File: src/rtl/if_pkg.sv
// Shared fetch-stage constants: default widths, reset PC, PC increment,
// FSM state encoding and queue entry width.
package if_pkg;

  localparam int unsigned XLEN             = 32;
  localparam logic [31:0] RESET_PC_DEFAULT = 32'h0000_0000;
  localparam int unsigned PC_INC           = 4;
  localparam int unsigned ENTRY_W          = 2 * XLEN;

  localparam logic [0:0] ST_RUN  = 1'b0;
  localparam logic [0:0] ST_HALT = 1'b1;

endpackage

File: src/rtl/fetch_queue.sv
// Two-entry in-order queue of {pc, instr}; slot0 is always the registered head.
module fetch_queue
  import if_pkg::*;
#(
  parameter int unsigned W = ENTRY_W
) (
  input  logic         clk,
  input  logic         rst,
  input  logic         flush,
  input  logic         push,
  input  logic         pop,
  input  logic [W-1:0] push_data,
  output logic [1:0]   count,
  output logic [W-1:0] head
);

  logic [W-1:0] slot0;
  logic [W-1:0] slot1;
  logic         do_pop;
  logic         do_push;

  // Pop on empty is dropped; push into a full queue only when a pop frees a slot.
  always_comb begin
    do_pop  = pop && (count != 2'd0);
    do_push = push && ((count != 2'd2) || do_pop);
  end

  always_ff @(posedge clk) begin
    if (!rst) begin
      count <= '0;
      slot0 <= '0;
      slot1 <= '0;
    end else if (flush) begin
      count <= '0;
    end else begin
      case ({do_push, do_pop})
        2'b10: begin
          if (count == 2'd0) slot0 <= push_data;
          else               slot1 <= push_data;
          count <= count + 2'd1;
        end
        2'b01: begin
          slot0 <= slot1;
          count <= count - 2'd1;
        end
        2'b11: begin
          if (count == 2'd1) begin
            slot0 <= push_data;
          end else begin
            slot0 <= slot1;
            slot1 <= push_data;
          end
        end
        default: ;
      endcase
    end
  end

  assign head = slot0;

endmodule

File: src/rtl/fetch_unit.sv
// Instruction fetch stage: PC, RUN/HALT control and a 2-entry fetch queue.
// FETCH_MISALIGN_TRAP_EN enables halting on misaligned redirect targets.
module fetch_unit
  import if_pkg::*;
#(
  parameter int unsigned     XLEN     = if_pkg::XLEN,
  parameter logic [XLEN-1:0] RESET_PC = XLEN'(RESET_PC_DEFAULT)
) (
  input  logic            clk,
  input  logic            rst,
  output logic [XLEN-1:0] imem_addr,
  input  logic [XLEN-1:0] imem_data,
  input  logic            redirect_valid,
  input  logic [XLEN-1:0] redirect_pc,
  input  logic            id_ready,
  output logic            id_valid,
  output logic [XLEN-1:0] id_pc,
  output logic [XLEN-1:0] id_instr,
  output logic            fetch_misaligned
);

  logic [XLEN-1:0]   pc;
  logic [0:0]        state;
  logic [XLEN-1:0]   target;
  logic              bad_target;
  logic              pop;
  logic              push;
  logic [1:0]        count;
  logic [2*XLEN-1:0] head;

`ifdef FETCH_MISALIGN_TRAP_EN
  logic trap_flag;

  assign target     = redirect_pc;
  assign bad_target = redirect_valid && (redirect_pc[1:0] != 2'b00);

  always_ff @(posedge clk) begin
    if (!rst)                trap_flag <= 1'b0;
    else if (redirect_valid) trap_flag <= bad_target;
  end

  assign fetch_misaligned = trap_flag;
`else
  logic unused_target_lsbs;

  assign target             = {redirect_pc[XLEN-1:2], 2'b00};
  assign bad_target         = 1'b0;
  assign unused_target_lsbs = ^redirect_pc[1:0];
  assign fetch_misaligned   = 1'b0;
`endif

  assign pop  = id_valid && id_ready;
  assign push = (state == ST_RUN) && !redirect_valid && ((count != 2'd2) || pop);

  // A redirect always wins: it retargets pc and picks the next state, never pushes.
  always_ff @(posedge clk) begin
    if (!rst) begin
      pc    <= RESET_PC;
      state <= ST_RUN;
    end else if (redirect_valid) begin
      pc    <= target;
      state <= bad_target ? ST_HALT : ST_RUN;
    end else if (push) begin
      pc <= pc + XLEN'(PC_INC);
    end
  end

  fetch_queue #(
    .W (2 * XLEN)
  ) u_queue (
    .clk       (clk),
    .rst       (rst),
    .flush     (redirect_valid),
    .push      (push),
    .pop       (pop),
    .push_data ({pc, imem_data}),
    .count     (count),
    .head      (head)
  );

  assign imem_addr = pc;
  assign id_valid  = (count != 2'd0);
  assign id_pc     = head[2*XLEN-1:XLEN];
  assign id_instr  = head[XLEN-1:0];

endmodule
File: config.mk
export PLATFORM = sky130hd
export DESIGN_NAME = fetch_unit
export DESIGN_NICKNAME = d
export VERILOG_FILES = /design/src/rtl/if_pkg.sv /design/src/rtl/fetch_queue.sv /design/src/rtl/fetch_unit.sv
export SDC_FILE = /design/constraint.sdc
export NUM_CORES = 1
export LEC_CHECK = 0
export BUFFER_PORTS_ARGS = -buffer_cell sky130_fd_sc_hd__buf_2
export CORE_MARGIN = 8
export CORE_UTILIZATION = 55
export DETAILED_ROUTE_END_ITERATION = 7
export GPL_TIMING_DRIVEN = 0
export PLACE_DENSITY = 0.89
export SYNTH_ARGS = -nofsm -noshare
export SYNTH_HDL_FRONTEND = slang
export SYNTH_HIERARCHICAL = 1
export SYNTH_SLANG_ARGS = --single-unit
File: constraint.sdc
create_clock -name clk -period 2.5 [get_ports clk]
set_input_delay 0.375 -clock clk [delete_from_list [all_inputs] [get_ports clk]]
set_output_delay 0.375 -clock clk [all_outputs]
set_load 0.05 [all_outputs]
# After elaboration in Yosys (flattened, before gate mapping)
# Cells that the tools add are included.
dict set report word_totals {
  ff_bits 162
  inputBits 68
  out_inout_bits 98
  elab_cells 43
}
dict set report classes {
  n_addsub 3
  eq_ne 8
  muxes 9
  bitwise_logic 2
  n_reduce_logical 16
}
# cell n
set ops {}
lappend ops {{$mux W64} 4}
lappend ops {{$pmux W64 S3} 1}
lappend ops {{$pmux W64 S2} 1}
lappend ops {{$mux W32} 2}
lappend ops {{$add A32 B3 Y32 const B} 1}
lappend ops {{$reduce_bool A2 Y1} 4}
lappend ops {{$ne A2 B2 Y1 const B} 3}
lappend ops {{$eq A2 B1 Y1 const B} 2}
lappend ops {{$eq A2 B2 Y1 const B} 2}
lappend ops {{$logic_and A1 B1 Y1} 4}
lappend ops {{$pmux W2 S2} 1}
lappend ops {{$reduce_and A4 Y1} 1}
lappend ops {{$reduce_and A3 Y1} 1}
lappend ops {{$reduce_bool A3 Y1} 1}
lappend ops {{$add A2 B1 Y2 const B} 1}
lappend ops {{$logic_not A2 Y1} 1}
lappend ops {{$logic_or A1 B1 Y1} 2}
lappend ops {{$ne A2 B1 Y1 const B} 1}
lappend ops {{$not A1 Y1} 2}
lappend ops {{$reduce_or A2 Y1} 1}
lappend ops {{$sub A2 B1 Y2 const B} 1}
lappend ops {{$logic_not A1 Y1} 1}

# Logic depth before layout (Yosys ltp)
# Gate-level depths: netlist of run 1.
dict set report depth {
  word_depth 8
  depth_mapped 9
}

# By module
# The synthesis of run 1 kept the hierarchy.
# mod n_inst cells_each area_per_inst_um2 seq_area_each_um2
set modules_own_cells {}
lappend modules_own_cells {fetch_queue 1 659 5564.1 2602.5}
lappend modules_own_cells {fetch_unit 1 245 1905.6 600.6}

# Worst setup path after synthesis of run 1
# OpenSTA, ideal clock, no wires.
dict set report synth_timing {
  path_type {register -> register}
  startpoint {register pc[13] (netlist: imem_addr[13])}
  endpoint {register pc[30] (netlist: imem_addr[30])}
  t_arrival_ns 2.268
  setup_slack_ns 0.146
  stages_incl_launch_ff 7
  period_less_slack_ns 2.354
  cell_sequence {dfxtp_1 -> buf_2 -> nand3_2 -> or4_1 -> clkbuf_1 -> o41a_1 -> a211oi_1}
}
dict set report synth_between {
  elab_chain_cells 3
}
# element line
set synth_rtl {}
lappend synth_rtl {{start, declared} fetch_unit.sv:22} ;# logic [XLEN-1:0] pc;
lappend synth_rtl {{start signal, assigned} fetch_unit.sv:61} ;# pc <= target;
lappend synth_rtl {{start signal, assigned} fetch_unit.sv:64} ;# pc <= pc + XLEN'(PC_INC);
lappend synth_rtl {{$add A32 B3 Y32} fetch_unit.sv:64}
lappend synth_rtl {{$mux W32} fetch_unit.sv:63} ;# end else if (push) begin
lappend synth_rtl {{$mux W32} fetch_unit.sv:60} ;# end else if (redirect_valid) begin
# No other way between the ends. The select of a mux whose other input is x is not followed.
# A chain may end at the register's enable or synchronous reset.

# Worst setup path after layout of run 1
dict set report layout_timing {
  startpoint {register pc[10] (netlist: imem_addr[10])}
  endpoint {register pc[29] (netlist: imem_addr[29])}
}
# The elaborated chain is that of the path after synthesis.

==> flow_metrics.tcl, run 1 <==
set metrics [dict create \
    synth_edf_count 0 \
    synthDistinctLibCells 61 \
    cts_tree "done" \
    drc 0 \
    power_frac_comb 0.171 \
    muxShareOfSynthArea 0.00268 \
    finClkSkew_ns 0.00671 \
    ys.flop_type "dfxtp_1" \
    yosys.area_share.xor_xnor 0.0106 \
    holdWs_ns 0.208 \
    coreArea_mm2 0.0132 \
    antenna_found_initial 2 \
    root_buffer "clkbuf_16" \
    rsz0062_at_grt "true" \
    tns_ns 0 \
    grt_remaining_overflow 0 \
    layout.nets 1161 \
    place.gp.congestion 0.915 \
    instances_no_fill 1278 \
    wire_per_inst_um 17.1 \
    synth_cells 904 \
    hp-class "in -> reg" \
    clkPwrFrac 0.405 \
    diodes 0 \
    post-route-period-util 0.934 \
    postPlaceCellArea_mm2 0.00851 \
    seqCellArea_mm2 0.00320 \
    die_area_mm2 0.0176 \
    synth_top_family_by_area "compound AO/OA/AOI/OAI gates" \
    nFillCells 1081 \
    syn_avg_cell_area_um2 8.26 \
    drt_pass1_iterations 5 \
    synth-async-reset-ratio 0 \
    seq_power_share 0.425 \
    hold_violations 0 \
    mostFrequentLayoutCells "nand2_1, buf_2, dfxtp_1" \
    cts.clk_slew.worst_paths_ns 0.06 \
    path_class "reg -> reg" \
    p_per_area_mw_per_mm2 730 \
    cp-start-kind "register" \
    ff2ff_path_depth 4 \
    core.rowCount 42 \
    yosys.area_share.simple 0.227 \
    area_growth_pct 22.2 \
    yosys.area_share.adder 0.00670 \
    ys_seq_elements 160 \
    final_area_mm2 0.00913 \
    port_buffers 160 \
    hpwl_um 15400 \
    viasPerCell 5.73 \
    clock_latency_ns 0.42 \
    vdd_drop_max_uv 445 \
    rrSetupSlack_ns 0.17 \
    fin_crit_ns 2.33 \
    die_h_um 133 \
    grt_pass1_vias 7069 \
    switchingPower_mw 1.97 \
    slew_viol_final 0 \
    fin_util 0.689 \
    dp_cells 1246 \
    routed_wl_um 21800 \
    ant_nets 0 \
    multi_input_area_mm2 0.00379 \
    leakage_nw 3.63 \
    setup_viol 0 \
    cts.sinks 160 \
    pin_count 166 \
    start_util 0.564 \
    cts_buffers 17 \
    dieWidth_um 133 \
    syn_area_mm2 0.00747 \
    cp.required_ns 2.81 \
    cts_hold_buf 0 \
    worstSetupEndpointType "register" \
    cts_htree_levels 4 \
    worstMarginPinSlew_ns 1.11 \
    final_common_cell "nand2_1" \
    clockBufferDepth 2 \
    status "completed" \
    relSlewSlack 0.254 \
    arrival_ns 2.64 \
    switching_share 0.296 \
    vias 7318 \
    fin_ws_ns 0.166 \
    power.total_mw 6.67 \
    seq_area_frac_synth 0.429 \
    grt_first_pass_wirelength_um 35200 \
    drive_above_1_share 0.278 \
    drt_iter0_markers 681 \
    cts.repair.resized 0 \
    post-place-ws_ns 0.160 \
    cap_violations 0 \
    fmax_ghz 0.428 \
    whs_path_depth 3 \
    cts_setup_buffers 0 \
    path_max_fanout 10 \
    internal_power_mw 4.69 \
    synth_compound_area_frac 0.258 \
    track_usage 0.242 \
    grt_max_degree 17 \
    ys.warnings.count 6 \
]
-- routing by layer --
metal | wire (um) | global-route usage | vias to the layer above
li1 | - | - | 3536
met3 | 1660 | 0.0583 | 58
met4 | 602 | 0.112 | 4
met5 | 27 | 0 | -
met1 | 9080 | 0.292 | 3422
met2 | 10400 | 0.400 | 298
-- path summary, 6_finish.rpt --
kind                    startpoint          endpoint
setup / recovery     imem_addr[10]     imem_addr[29]
hold / removal        imem_data[8]  u_queue/slot1[8]
setup reg to reg     imem_addr[10]     imem_addr[29]
hold reg to reg   u_queue/slot1[8]  u_queue/slot1[8]
-- sequential cells by signal, summed over array words and instances, names as in the netlist --
register and count:
imem_addr 30, u_queue/slot1 64, u_queue/head 64, u_queue/count 2
-- synthesized netlist by cell type, drive strengths merged, types with 2 or more instances --
| cell type | n | area (um^2) |
|---|---|---|
| dfxtp | 160 | 3200 |
| nor3 | 5 | 25.0 |
| a21boi | 64 | 706 |
| nand2 | 278 | 1050 |
| or3 | 2 | 12.5 |
| a211oi | 5 | 37.5 |
| nor3b | 3 | 22.5 |
| or4 | 11 | 82.6 |
| clkbuf | 32 | 120 |
| o211ai | 2 | 15.0 |
| nor4 | 6 | 37.5 |
| and4 | 5 | 43.8 |
| xor2 | 4 | 35.0 |
| nand3b | 4 | 30.0 |
| o21ai | 92 | 460 |
| xnor2 | 5 | 43.8 |
| and3 | 8 | 51.3 |
| inv | 10 | 37.5 |
| nand4 | 14 | 93.8 |
| nand3 | 11 | 65.1 |
| nand2b | 6 | 45.0 |
| a32oi | 3 | 26.3 |
| mux2i | 2 | 20.0 |
| or2 | 3 | 18.8 |
| o31ai | 6 | 45.0 |
| or4b | 2 | 20.0 |
| buf | 42 | 338 |
| a21oi | 9 | 60.1 |
| and2 | 4 | 25.0 |
| ha | 4 | 50.1 |
| o211a | 3 | 30.0 |
| nor2 | 11 | 41.3 |
| a31oi | 75 | 469 |
-- area by class of cell --
cell class / instances / share of cell area
timing repair buffer: 160 / 0.0877
buffer: 74 / 0.0502
tap: 176 / 0.0241
clock buffer: 23 / 0.0534
inverter: 10 / 0.00411
multi-input combinational: 666 / 0.416
sequential: 160 / 0.351
clock inverter: 9 / 0.0141
-- logic make-up after synthesis --
logic type / count (synthesis)
xor gates and xnor gates: 9
buffers and inverters: 84
AOI/OAI and AO/OA: 267
and+or+nand+nor: 377
adders and majority gates: 4
other: 1
DFF: 160
muxes: 2
-- critical path, stage by stage, from the launching register on --
cell and delay [ns]:
dfxtp_1 0.56, nand4_1 0.17, nor4_1 0.96, a41oi_1 0.20, o311a_1 0.32
-- power by group through the flow --
stage | Sequential (mW) | Combinational, mW | Clock [mW]
6_report | 2.83 | 1.14 | 2.70
3_3_place_gp | 2.88 | 1.12 | 0
3_5_place_dp | 2.88 | 1.13 | 0
4_1_cts | 2.83 | 1.14 | 2.72
2_1_floorplan | 3.27 | 0.415 | 0
5_1_grt | 2.85 | 1.21 | 2.84
Power figures use the tool's default switching activity.
==> run 2: changes to the inputs <==
Settings changed: GPL_TIMING_DRIVEN 0 to 1.
==> run 2 against run 1 <==
Die area unchanged. Routed wire length down 8.2%. Via count down 4.3%. Fmax up 6.7%. Critical endpoint is now imem_addr[19]. Sequential power about the same. Cell count down 3.4%. Utilization down 1.4 points. Setup slack better by 0.15 ns. Power down 1.7%. Critical path depth up 1. Combinational power about the same.
==> flow_metrics.tcl, run 2 (synthesis gave the netlist of run 1 again) <==
set metrics [dict create \
    hp-class "in -> reg" \
    start_util 0.564 \
    die_area_mm2 0.0176 \
    grt_max_degree 129 \
    drc 0 \
    grt_remaining_overflow 0 \
    final_common_cell "nand2_1" \
    drive_above_1_share 0.278 \
    slew_viol_final 0 \
    arrival_ns 2.53 \
    cts.sinks 160 \
    layout.nets 1117 \
    cp.required_ns 2.84 \
    hold_violations 0 \
    routed_wl_um 20000 \
    cts_buffers 17 \
    area_growth_pct 19.8 \
    fmax_ghz 0.457 \
    clockBufferDepth 2 \
    cap_violations 0 \
    reg2reg_to "imem_addr[19]" \
    drt_iter0_markers 569 \
    worstMarginPinSlew_ns 0.621 \
    cts_setup_buffers 0 \
    place.gp.congestion 0.883 \
    worstSetupEndpointType "register" \
    mostFrequentLayoutCells "nand2_1, dfxtp_1, buf_2" \
    port_buffers 160 \
    relSlewSlack 0.585 \
    grt_first_pass_wirelength_um 33200 \
    fin_util 0.676 \
    rsz0062_at_grt "false" \
    path_max_fanout 10 \
    cts_hold_buf 0 \
    coreArea_mm2 0.0132 \
    antenna_found_initial 1 \
    diodes 0 \
    drt_pass1_iterations 5 \
    finClkSkew_ns 0.00798 \
    fin_crit_ns 2.19 \
    post-route-period-util 0.875 \
    core.rowCount 42 \
    dieWidth_um 133 \
    p_per_area_mw_per_mm2 732 \
    track_usage 0.225 \
    path_class "reg -> reg" \
    cp-start-kind "register" \
    hpwl_um 13500 \
    die_h_um 133 \
    r2r_start "imem_addr[11]" \
    clock_latency_ns 0.41 \
    post-place-ws_ns 0.338 \
    viasPerCell 5.67 \
    rrSetupSlack_ns 0.31 \
    wire_per_inst_um 16.2 \
    fin_ws_ns 0.313 \
    startpoint "imem_addr[11]" \
    tns_ns 0 \
    root_buffer "clkbuf_16" \
    cts_htree_levels 4 \
    status "completed" \
    endpoint "imem_addr[19]" \
    ant_nets 0 \
    leakage_nw 3.54 \
    cts.clk_slew.worst_paths_ns 0.06 \
    vias 7001 \
    cts.repair.resized 0 \
    vdd_drop_max_uv 456 \
    setup_viol 0 \
    cts_tree "done" \
    ff2ff_path_depth 5 \
    grt_pass1_vias 6801 \
    pin_count 166 \
]
-- run 2: final cells by class --
cell class | instances | area [um^2]
Clock buffer | 22 | 464
Clock inverter | 10 | 134
Fill cell | 1119 | 4290
Inverter | 10 | 37.5
Multi-Input combinational cell | 666 | 3800
Sequential cell | 160 | 3200
Tap cell | 176 | 220
Timing Repair Buffer | 190 | 1090
-- run 2: routing by layer --
layer | vias up | wire (um) | track usage
li1 | 3441 | - | -
met1 | 3260 | 8440 | 0.270
met2 | 250 | 9750 | 0.371
met3 | 48 | 1220 | 0.0553
met4 | 2 | 598 | 0.109
met5 | - | 13 | 0
-- run 2: report_power, final --
| part | total (mW) | switching (mW) | internal (mW) | leakage [nW] |
|---|---|---|---|---|
| Clock | 2.63 | 1.01 | 1.62 | 0.290 |
| Combinational | 1.12 | 0.804 | 0.312 | 1.94 |
| Sequential | 2.81 | 0.119 | 2.69 | 1.31 |
-- run 2: worst max-delay path: stages (launching register included) --
cell	delay, ns
dfxtp_1	0.53
nand3_1	0.23
or4_1	0.49
buf_4	0.20
or4_1	0.48
a31oi_1	0.19
-- run 2: worst min path at each step --
| stage | slack [ns] | from | depth (start not counted) | endpoint |
|---|---|---|---|---|
| detailed placement | 0.46 | u_queue/slot1[27] | 2 | u_queue/slot1[27] |
| finish | 0.21 | imem_data[17] | 3 | u_queue/slot1[17] |
| floorplan | 0.44 | u_queue/slot1[0] | 2 | u_queue/slot1[0] |
| CTS | 0.20 | redirect_pc[3] | 2 | imem_addr[3] |
| global route | 0.20 | imem_data[21] | 3 | u_queue/slot1[21] |
| global placement | 0.45 | u_queue/slot1[1] | 2 | u_queue/slot1[1] |
-- run 2: metrics by stage --
step / power [mW] / hold WS [ns] / instances / area [um^2]
floorplan: 3.68 / 0.444 / 910 / 7490
global placement: 3.95 / 0.449 / 1202 / 8350
detailed placement: 3.98 / 0.458 / 1202 / 8350
CTS: 6.59 / 0.195 / 1234 / 8950
global route: 6.81 / 0.203 / 1234 / 8950
finish: 6.55 / 0.214 / 1234 / 8950
